--- src/rtl/gb_pulse_channel_gen.sv ---
// Pulse channel generator for the APU. It contains the prescaled period divider, duty stepper, volume envelope,
// length counter and frequency sweep. Optional macro GB_PULSE_CUSTOM_DUTY_EN adds a programmable duty pattern.
module gb_pulse_channel_gen #(
    parameter int PERIOD_W = 11,
    parameter int LEN_W    = 6,
    parameter int VOL_W    = 4,
    parameter int PRESCALE = 4,
    parameter int STEPS    = 8
) (
    input  logic                clk,
    input  logic                reset,
    input  logic                clk_length_ctr,
    input  logic                clk_vol_env,
    input  logic                clk_sweep,
    input  logic                start,
    input  logic [PERIOD_W-1:0] frequency,
    input  logic [1:0]          wave_duty,
    input  logic [LEN_W-1:0]    length,
    input  logic                length_enable,
    input  logic [VOL_W-1:0]    initial_volume,
    input  logic                envelope_increasing,
    input  logic [2:0]          envelope_pace,
    input  logic [2:0]          sweep_pace,
    input  logic                sweep_decreasing,
    input  logic [2:0]          sweep_shifts,
`ifdef GB_PULSE_CUSTOM_DUTY_EN
    input  logic                duty_custom,
    input  logic [STEPS-1:0]    duty_pattern,
`endif
    output logic [VOL_W-1:0]    level,
    output logic                enable
);

    localparam int STEP_W = $clog2(STEPS);
    localparam int PRE_W  = (PRESCALE > 1) ? $clog2(PRESCALE) : 1;
    localparam logic [PRE_W-1:0]  PRE_RELOAD = PRE_W'(PRESCALE - 1);
    localparam logic [STEP_W-1:0] TH_12 = STEP_W'(STEPS - STEPS * 1 / 8);
    localparam logic [STEP_W-1:0] TH_25 = STEP_W'(STEPS - STEPS * 2 / 8);
    localparam logic [STEP_W-1:0] TH_50 = STEP_W'(STEPS - STEPS * 4 / 8);
    localparam logic [STEP_W-1:0] TH_75 = STEP_W'(STEPS - STEPS * 6 / 8);

    logic                r_start_d;
    logic [STEP_W-1:0]   r_step;
    logic [PERIOD_W-1:0] r_div;
    logic [PRE_W-1:0]    r_pre;
    logic [PERIOD_W-1:0] r_shadow;
    logic [VOL_W-1:0]    r_volume;
    logic [2:0]          r_env_timer;
    logic [2:0]          r_sweep_timer;
    logic [LEN_W-1:0]    r_len;
    logic                r_enabled;

    logic                w_trigger;
    logic                w_dac_off;
    logic                w_len_tick;
    logic                w_env_tick;
    logic                w_sweep_tick;
    logic                w_sweep_kill;
    logic [PERIOD_W-1:0] w_sweep_base;
    logic [PERIOD_W-1:0] w_sweep_delta;
    logic [PERIOD_W:0]   w_sweep_new;
    logic                w_sweep_ovf;
    logic [STEP_W-1:0]   w_duty_th;
    logic                w_out_bit;

    assign w_trigger    = start & ~r_start_d;
    assign w_dac_off    = (initial_volume == '0) && !envelope_increasing;
    assign w_len_tick   = clk_length_ctr && length_enable && r_enabled;
    assign w_env_tick   = clk_vol_env && (envelope_pace != 3'd0);
    assign w_sweep_tick = clk_sweep && (sweep_pace != 3'd0);

    // The trigger-time overflow check and the periodic sweep share one adder; only the operand differs.
    assign w_sweep_base  = w_trigger ? frequency : r_shadow;
    assign w_sweep_delta = w_sweep_base >> sweep_shifts;
    assign w_sweep_new   = sweep_decreasing ? ({1'b0, w_sweep_base} - {1'b0, w_sweep_delta})
                                            : ({1'b0, w_sweep_base} + {1'b0, w_sweep_delta});
    assign w_sweep_ovf   = !sweep_decreasing && w_sweep_new[PERIOD_W];
    assign w_sweep_kill  = w_sweep_tick && (r_sweep_timer <= 3'd1) && w_sweep_ovf;

    // NOTE: always_comb assigns a default first so that no path through the block can infer a latch.
    always_comb begin
        w_duty_th = TH_50;
        case (wave_duty)
            2'b00:   w_duty_th = TH_12;
            2'b01:   w_duty_th = TH_25;
            2'b10:   w_duty_th = TH_50;
            default: w_duty_th = TH_75;
        endcase
    end

`ifdef GB_PULSE_CUSTOM_DUTY_EN
    assign w_out_bit = duty_custom ? duty_pattern[r_step] : (r_step >= w_duty_th);
`else
    assign w_out_bit = (r_step >= w_duty_th);
`endif

    assign level  = (r_enabled && w_out_bit) ? r_volume : '0;
    assign enable = r_enabled;

    // NOTE: state uses non-blocking assignments, and the asynchronous reset silences the output with no clock edge.
    always_ff @(posedge clk or negedge reset) begin
        if (!reset) begin
            r_start_d     <= 1'b0;
            r_step        <= '0;
            r_div         <= '0;
            r_pre         <= '0;
            r_shadow      <= '0;
            r_volume      <= '0;
            r_env_timer   <= '0;
            r_sweep_timer <= '0;
            r_len         <= '0;
            r_enabled     <= 1'b0;
        end else begin
            r_start_d <= start;
            if (w_trigger) begin
                r_step        <= '0;
                r_div         <= frequency;
                r_pre         <= PRE_RELOAD;
                r_shadow      <= frequency;
                r_volume      <= initial_volume;
                r_env_timer   <= envelope_pace;
                r_sweep_timer <= sweep_pace;
                r_len         <= length;
                r_enabled     <= !w_dac_off && !((sweep_shifts != 3'd0) && w_sweep_ovf);
            end else begin
                if (r_pre == '0) begin
                    r_pre <= PRE_RELOAD;
                    if (&r_div) begin
                        r_div  <= r_shadow;
                        r_step <= r_step + 1'b1;
                    end else begin
                        r_div <= r_div + 1'b1;
                    end
                end else begin
                    r_pre <= r_pre - 1'b1;
                end

                if (w_env_tick) begin
                    if (r_env_timer <= 3'd1) begin
                        r_env_timer <= envelope_pace;
                        if (envelope_increasing && (r_volume != '1))
                            r_volume <= r_volume + 1'b1;
                        else if (!envelope_increasing && (r_volume != '0))
                            r_volume <= r_volume - 1'b1;
                    end else begin
                        r_env_timer <= r_env_timer - 1'b1;
                    end
                end

                if (w_len_tick && !(&r_len))
                    r_len <= r_len + 1'b1;

                if (w_sweep_tick) begin
                    if (r_sweep_timer <= 3'd1) begin
                        r_sweep_timer <= sweep_pace;
                        if (!w_sweep_ovf && (sweep_shifts != 3'd0))
                            r_shadow <= w_sweep_new[PERIOD_W-1:0];
                    end else begin
                        r_sweep_timer <= r_sweep_timer - 1'b1;
                    end
                end

                if ((w_len_tick && (&r_len)) || w_sweep_kill)
                    r_enabled <= 1'b0;
            end
        end
    end

endmodule
--- config.mk ---
export PLATFORM = sky130hd
export DESIGN_NAME = gb_pulse_channel_gen
export DESIGN_NICKNAME = d
export VERILOG_FILES = /design/src/rtl/gb_pulse_channel_gen.sv
export SDC_FILE = /design/constraint.sdc
export NUM_CORES = 1
export LEC_CHECK = 0
export BUFFER_PORTS_ARGS = -buffer_cell sky130_fd_sc_hd__buf_2
export CORE_UTILIZATION = 60
export CTS_CLUSTER_SIZE = 12
export DETAILED_ROUTE_END_ITERATION = 6
export PLACE_DENSITY = 0.81
export SKIP_CTS_REPAIR_TIMING = 1
export SLEW_MARGIN = 20
export SYNTH_ARGS = -nofsm -noshare
export SYNTH_HDL_FRONTEND = slang
export SYNTH_SLANG_ARGS = --single-unit
--- constraint.sdc ---
create_clock -name clk -period 5.4 [get_ports clk]
set_input_delay 0 -clock clk [delete_from_list [all_inputs] [get_ports clk]]
set_output_delay 0 -clock clk [all_outputs]
set_load 0.1 [all_outputs]
# ---- After elaboration in Yosys (flattened, before gate mapping)
# Cells that the tools add are included.
dict set report op_classes {
  addsub 10
  eq_ne 3
  order_cmp 3
  bitwise_logic 2
  n_mul 0
  shifts 1
  mux 31
  n_div 0
  reduce_logical 45
}
# op n
set ops {}
lappend ops {{two-way mux 11 bit} 8}
lappend ops {{two-way mux 3 bit} 9}
lappend ops {{two-way mux 4 bit} 6}
lappend ops {{nonzero test 2 bit} 9}
lappend ops {{logical AND 1 bit} 16}
lappend ops {{adder 11 x 11 -> 12 bit} 1}
lappend ops {{two-way mux 12 bit} 1}
lappend ops {{two-way mux 6 bit} 2}
lappend ops {{nonzero test 3 bit} 4}
lappend ops {{subtractor 11 x 11 -> 12 bit} 1}
lappend ops {{adder 11 x 1 -> 11 bit, second input constant} 1}
lappend ops {{AND reduction 11 bit} 1}
lappend ops {{right shift 11 x 3 -> 11 bit} 1}
lappend ops {{one-hot mux 3 bit (3 select lines)} 1}
lappend ops {{adder 6 x 1 -> 6 bit, second input constant} 1}
lappend ops {{<= comparator 3 x 1 -> 1 bit, second input constant} 2}
lappend ops {{zero test 1 bit} 6}
lappend ops {{AND reduction 3 bit} 2}
lappend ops {{AND reduction 6 bit} 1}
lappend ops {{subtractor 3 x 1 -> 3 bit, second input constant} 2}
lappend ops {{adder 4 x 1 -> 4 bit, second input constant} 1}
lappend ops {{zero test 2 bit} 2}
lappend ops {{zero test 4 bit} 1}
lappend ops {{two-way mux 2 bit} 2}
lappend ops {{13 further kinds} 14}
dict set report word_totals {
  regBits 45
  ramBits 0
  mem_bits_ro 0
  latch_bits 0
  out_inout_bits 5
  mem_count 0
}

# ---- Logic depth before layout (Yosys ltp)
dict set report logic_depth {
  ltp_word 13
  ltp_mapped 20
  mapped_depth_nobuf 17
}

# ---- Worst setup path after synthesis
# Ideal clock, no wire load.
dict set report synth_timing {
  path_kind {register to register}
  from {register r_start_d}
  to {register r_shadow[9]}
  synth_period_minus_slack_ns 4.683
  path_stages_with_launch 19
  setup_time_ns 0.082
  setup_slack_ns 0.717
  n_path_buf 1
  arrival_time_ns 4.601
  required_time_ns 5.318
  path_cell_list {dfrtp_1 -> nor2b_4 -> buf_6 -> mux4_2 -> mux2_4 -> a211oi_4 -> ha_1 -> nor2_1 -> xor2_1 -> ha_1 -> inv_1 -> a21oi_1 -> a211o_1 -> a211oi_1 -> o311ai_2 -> nand3_1 -> mux2_4 -> or4_1 -> a31oi_1}
}
dict set report synth_via {
  elab_chain_len 11
  word_cells_on_any_way 18
  cone_classes {add/sub (2); shift (1); mux (6); bitwise (2); reduce/logical (7)}
}
# item line_no
set synth_lines {}
lappend synth_lines {{from (decl)} 42} ;# logic r_start_d;
lappend synth_lines {{from (signal assigned)} 114} ;# r_start_d <= start;
lappend synth_lines {{NOT 1 bit *} 66} ;# assign w_trigger = start & ~r_start_d;
lappend synth_lines {{AND 1 bit *} 66}
lappend synth_lines {{two-way mux 11 bit} 73} ;# assign w_sweep_base = w_trigger ? frequency : r_shadow;
lappend synth_lines {{right shift 11 x 3 -> 11 bit} 74} ;# assign w_sweep_delta = w_sweep_base >> sweep_shifts;
lappend synth_lines {{adder 11 x 11 -> 12 bit or subtractor 11 x 11 -> 12 bit (tied branches)} {76, 75}}
lappend synth_lines {{two-way mux 12 bit} 75} ;# assign w_sweep_new = sweep_decreasing ? ({1'b0, w_sweep_base} - {1'b0, w_sweep_delta})
lappend synth_lines {{logical AND 1 bit} 77} ;# assign w_sweep_ovf = !sweep_decreasing && w_sweep_new[PERIOD_W];
lappend synth_lines {{zero test 1 bit} 156} ;# if (!w_sweep_ovf && (sweep_shifts != 3'd0))
lappend synth_lines {{logical AND 1 bit} 156}
lappend synth_lines {{nonzero test 2 bit (no source line)} -}
lappend synth_lines {{AND reduction 3 bit (no source line)} -}
lappend synth_lines {{to (signal assigned)} 119} ;# r_shadow <= frequency;
lappend synth_lines {{to (signal assigned)} 157} ;# r_shadow <= w_sweep_new[PERIOD_W-1:0];
lappend synth_lines {{to (decl)} 46} ;# logic [PERIOD_W-1:0] r_shadow;
# Every way passes the cells marked *; elsewhere a longest branch is shown, timed or not. The select of a mux whose other input is x is not followed.
# A chain may end at the register's enable or synchronous reset.

# ---- Worst setup path after layout
dict set report layout_timing {
  from {register r_start_d}
  to {register r_shadow[8]}
}
# Same word-level chain as after synthesis.

==> run_summary.xml <==
<?xml version="1.0" encoding="UTF-8"?>
<metrics>
  <group name="synth">
    <metric name="synth_async_sr_flop_share" unit="%">100</metric>
    <metric name="syn_inst" unit="">549</metric>
    <metric name="ys_seq_elements" unit="">45</metric>
    <metric name="ys_top_cells_by_count" unit="">69 x sky130_fd_sc_hd__nand2_1, 45 x sky130_fd_sc_hd__dfrtp_1, 40 x sky130_fd_sc_hd__nor2_1, 35 x sky130_fd_sc_hd__a21oi_1, 33 x sky130_fd_sc_hd__o21ai_0</metric>
    <metric name="ys_seq_area_share" unit="%">25.0</metric>
    <metric name="yosys.area.top_type_share" unit="%">25.0</metric>
    <metric name="synth-main-ff-cell" unit="">sky130_fd_sc_hd__dfrtp_1</metric>
    <metric name="yosysMostFrequentCell" unit="">sky130_fd_sc_hd__nand2_1</metric>
    <metric name="synth_area_per_cell" unit="um^2">8.21</metric>
    <metric name="post_synth_instance_area" unit="mm^2">0.00451</metric>
    <metric name="ys_top_cells_by_area" unit="">sky130_fd_sc_hd__dfrtp_1 25%, sky130_fd_sc_hd__nand2_1 5.7%, sky130_fd_sc_hd__ha_1 5.0%</metric>
    <metric name="ys_types" unit="">77</metric>
    <metric name="synth_top_area_cell" unit="">sky130_fd_sc_hd__dfrtp_1</metric>
    <metric name="synthesis.nets" unit="">609</metric>
    <metric name="synthesis.yosys.warnings" unit="">0</metric>
    <metric name="synth_enable_flop_cells" unit="">0</metric>
  </group>
  <group name="status">
    <metric name="violations" unit="">negative hold slack</metric>
    <metric name="outcome" unit="">finished, violations left</metric>
  </group>
  <group name="layout">
    <metric name="layout-drive-gt1-share" unit="%">16.7</metric>
    <metric name="syn_to_final_growth" unit="%">11.7</metric>
    <metric name="fill_cells" unit="">610</metric>
    <metric name="layout.nets" unit="">651</metric>
    <metric name="diodes_inserted" unit="">0</metric>
    <metric name="final_cell_area" unit="mm^2">0.00504</metric>
  </group>
  <group name="floorplan">
    <metric name="dieHeight" unit="um">88.7</metric>
    <metric name="floorplan.core_area" unit="mm^2">0.00725</metric>
    <metric name="initial_core_util" unit="%">62.1</metric>
    <metric name="area_of_the_die" unit="mm^2">0.00786</metric>
    <metric name="die_width" unit="um">88.7</metric>
    <metric name="number_of_top_level_pins" unit="">46</metric>
    <metric name="placementRows" unit="">31</metric>
  </group>
  <group name="min_path">
    <metric name="worst_hold_path_type" unit="">in2reg</metric>
  </group>
  <group name="global_route">
    <metric name="globalRouteTotalUtil" unit="%">32.9</metric>
    <metric name="vias_in_the_first_global_route" unit="">4204</metric>
    <metric name="grt_antenna_before_repair" unit="">0</metric>
    <metric name="grt_start_max_net_pins" unit="">49</metric>
    <metric name="globalRoute.totalOverflow" unit="">0</metric>
    <metric name="grt_first_pass_wirelength" unit="mm">19.9</metric>
  </group>
  <group name="pwr">
    <metric name="ir_drop" unit="uV">225</metric>
    <metric name="power.internal" unit="W">0.00111</metric>
    <metric name="power.total" unit="W">0.00206</metric>
    <metric name="sequential_power_share" unit="%">28.8</metric>
    <metric name="power.density" unit="mW/mm^2">409</metric>
    <metric name="power.static_leakage" unit="nW">2.11</metric>
    <metric name="clockPowerShare" unit="%">14.6</metric>
    <metric name="logic_pwr_share" unit="%">56.6</metric>
    <metric name="p_sw_share" unit="%">46.1</metric>
    <metric name="switching_power" unit="W">0.000949</metric>
  </group>
  <group name="worst_setup_path">
    <metric name="timing.critical_path.arrival" unit="ns">5.25</metric>
    <metric name="critPathMaxStageDelay" unit="ns">0.54</metric>
    <metric name="worst_ep_required_time" unit="ns">5.62</metric>
    <metric name="critical_path_buf_inv_count" unit="">2</metric>
    <metric name="crit_path_kind" unit="">reg2reg</metric>
    <metric name="cp-end-kind" unit="">register</metric>
    <metric name="timing.critical_path.max_delay_family" unit="">compound AO/OA/AOI/OAI gates</metric>
    <metric name="cp_cell_sequence" unit="">nor2b_4, buf_4, mux4_2, nor2b_1, a211oi_4, ha_1, nor2_1, xor2_1, ha_1, inv_1, a21oi_1, a211o_1, a211oi_1, o311ai_2, nand3_1, mux2_4, or4_1, a31oi_1</metric>
    <metric name="cp-start-kind" unit="">register</metric>
    <metric name="timing.critical_path.fanout_max" unit="">10</metric>
    <metric name="cp_common_cell" unit="">sky130_fd_sc_hd__ha_1</metric>
    <metric name="cp_slowest_cell" unit="">sky130_fd_sc_hd__mux4_2</metric>
  </group>
  <group name="sta">
    <metric name="timing.final.hold_violations" unit="">2</metric>
    <metric name="report.final.slew_viol_count" unit="">0</metric>
    <metric name="max_freq" unit="MHz">199</metric>
    <metric name="clock_skew" unit="ns">0.00636</metric>
    <metric name="timing.max_slew.rel_slack" unit="%">48.1</metric>
    <metric name="totalNegativeSetupSlack" unit="ns">0</metric>
    <metric name="fin_worst_hold_slack" unit="ns">-0.0328</metric>
    <metric name="unrepaired_setup_endpoints_after_global_routing" unit="">false</metric>
    <metric name="setup-violations-final" unit="">0</metric>
    <metric name="period_share" unit="%">93.1</metric>
    <metric name="timing_worst_slew_pin_value" unit="ns">0.774</metric>
    <metric name="post-route-min-period" unit="ns">5.03</metric>
  </group>
  <group name="clock_network">
    <metric name="insertion_delay" unit="ns">0.30</metric>
    <metric name="cts.sink_count" unit="">45</metric>
    <metric name="path_clk_slew" unit="ns">0.09</metric>
    <metric name="cts_buffer_depth" unit="">2</metric>
    <metric name="root_buffer" unit="">sky130_fd_sc_hd__clkbuf_8</metric>
    <metric name="clock_tree.htree_level_count" unit="">2</metric>
    <metric name="cts_tree" unit="">yes</metric>
    <metric name="cts_inserted_buffers" unit="">5</metric>
  </group>
  <group name="drt">
    <metric name="dr_total_vias" unit="">4530</metric>
    <metric name="initial_drc_count" unit="">422</metric>
    <metric name="first_pass_iters" unit="">5</metric>
    <metric name="post_drt_wl_per_cell" unit="um">18.3</metric>
    <metric name="wirelength" unit="mm">12.6</metric>
    <metric name="drc" unit="">0</metric>
    <metric name="drtAntennaViolNets" unit="">0</metric>
    <metric name="vias_per_cell" unit="">6.56</metric>
  </group>
  <group name="placed_design">
    <metric name="gp_congestion" unit="">0.981</metric>
    <metric name="port-buffer-count" unit="">45</metric>
    <metric name="dpl_cell_area" unit="mm^2">0.00477</metric>
    <metric name="detailed_place_hpwl" unit="mm">9.36</metric>
  </group>
  <group name="run">
    <metric name="cap_viol_max_count" unit="">0</metric>
  </group>
</metrics>
[metal layers]
metal	global-route usage (%)	wire [um]	vias up
met2	52.1	5920	202
li1	-	-	2151
met4	10.7	317	0
met1	44.5	5370	2145
met5	0	0	-
met3	7.46	1030	32
[area by class of cell]
class	count	area, um^2	area share [%]
multi-input cells	457	3190	63.3
flip-flops and latches	45	1130	22.4
repair buffers	63	393	7.80
well taps	99	124	2.46
inverters	19	71.3	1.42
clock buffers	5	68.8	1.37
clock inverters	3	65.1	1.29
[state kept, by name, indices dropped and copies added (netlist names)]
register,cells
r_div,11
r_shadow,11
r_len,6
r_volume,4
r_env_timer,3
r_step,3
r_sweep_timer,3
r_pre,2
enable,1
r_start_d,1
[cells by family after synthesis]
family / count (synthesis) / synth area share (%)
muxes: 29 / 8.58
AOI/OAI and AO/OA: 170 / 27.1
xor gates and xnor gates: 28 / 5.77
buffers and inverters: 47 / 4.53
and+or+nand+nor: 207 / 22.7
DFF: 45 / 25.0
adders and majority gates: 23 / 6.33
[worst register-to-register path: cells and delay by family, from the launching register on]
family / cells / cell delay [ns]
flops: 1 / 0.43
mux: 2 / 0.89
simple gates: 5 / 1.03
buf+inv: 2 / 0.32
xor+xnor: 1 / 0.17
compound gates: 6 / 1.55
fa+ha+maj: 2 / 0.57
[metrics by stage]
| stage | setup WS [ns] | instances | util, % | hold WS [ns] |
|---|---|---|---|---|
| 3_5_place_dp | 0.388 | 671 | 65.8 | 0.166 |
| 4_1_cts | 0.312 | 679 | 67.7 | -0.142 |
| 2_1_floorplan | 0.717 | 549 | - | -0.296 |
| 5_1_grt | 0.0187 | 691 | 69.4 | 0.00476 |
| 3_3_place_gp | 0.606 | 671 | 65.7 | 0.151 |
| 6_report | 0.370 | 691 | 69.4 | -0.0328 |
[cells in the final DEF (no fill, tap or decap), types with 5 or more instances in the layout]
cell type                       netlist  routed
sky130_fd_sc_hd__a211oi_1             7       7
sky130_fd_sc_hd__xor2_1              13      13
sky130_fd_sc_hd__nand3_1             19      19
sky130_fd_sc_hd__o31ai_1              8       8
sky130_fd_sc_hd__and3_1               5       5
sky130_fd_sc_hd__nand2b_1             8       8
sky130_fd_sc_hd__mux4_2               6       6
sky130_fd_sc_hd__clkbuf_8             0       5
sky130_fd_sc_hd__or2_2                8       8
sky130_fd_sc_hd__nand2_1             69      69
sky130_fd_sc_hd__nor3_1              15      14
sky130_fd_sc_hd__nor2_1              40      40
sky130_fd_sc_hd__nand4_1              6       6
sky130_fd_sc_hd__ha_1                18      18
sky130_fd_sc_hd__a31oi_1              6       6
sky130_fd_sc_hd__buf_4                2       7
sky130_fd_sc_hd__dlygate4sd3_1        0      12
sky130_fd_sc_hd__and2_1              14      14
sky130_fd_sc_hd__xnor2_1             13      13
sky130_fd_sc_hd__mux2_2               6       6
sky130_fd_sc_hd__inv_1               19      19
sky130_fd_sc_hd__o2111ai_1            7       7
sky130_fd_sc_hd__a21oi_1             35      35
sky130_fd_sc_hd__dfrtp_1             45      45
sky130_fd_sc_hd__o21ai_0             33      33
sky130_fd_sc_hd__o211ai_1            16      16
sky130_fd_sc_hd__buf_2                4      44
sky130_fd_sc_hd__mux2i_1             14      14
[path summary, 6_finish.rpt]
check / from / end / slack [ns] / cells after the start
min: envelope_pace[0] / r_env_timer[0]$_DFFE_PN0P_ / -0.03 / 3
min reg2reg: r_pre[0]$_DFF_PN0_ / r_pre[0]$_DFF_PN0_ / 0.44 / 1
max in group asynchronous: reset / r_sweep_timer[2]$_DFFE_PN0P_ / 4.77 / 2
max reg2reg: r_start_d$_DFF_PN0_ / r_shadow[8]$_DFFE_PN0P_ / 0.37 / 18
max: r_start_d$_DFF_PN0_ / r_shadow[8]$_DFFE_PN0P_ / 0.37 / 18
min in group asynchronous: reset / r_step[0]$_DFFE_PN0P_ / 0.23 / 2
[power by group through the flow]
| stage | sequential, W | combinational [W] | clock (W) |
|---|---|---|---|
| after floorplan | 0.000557 | 0.000877 | 0 |
| after global placement | 0.000588 | 0.00109 | 0 |
| after detailed placement | 0.000592 | 0.00113 | 0 |
| after CTS | 0.000586 | 0.00113 | 0.000307 |
| after global routing | 0.000605 | 0.00128 | 0.000316 |
| final | 0.000594 | 0.00117 | 0.000301 |
Power figures use the tool's default switching activity.
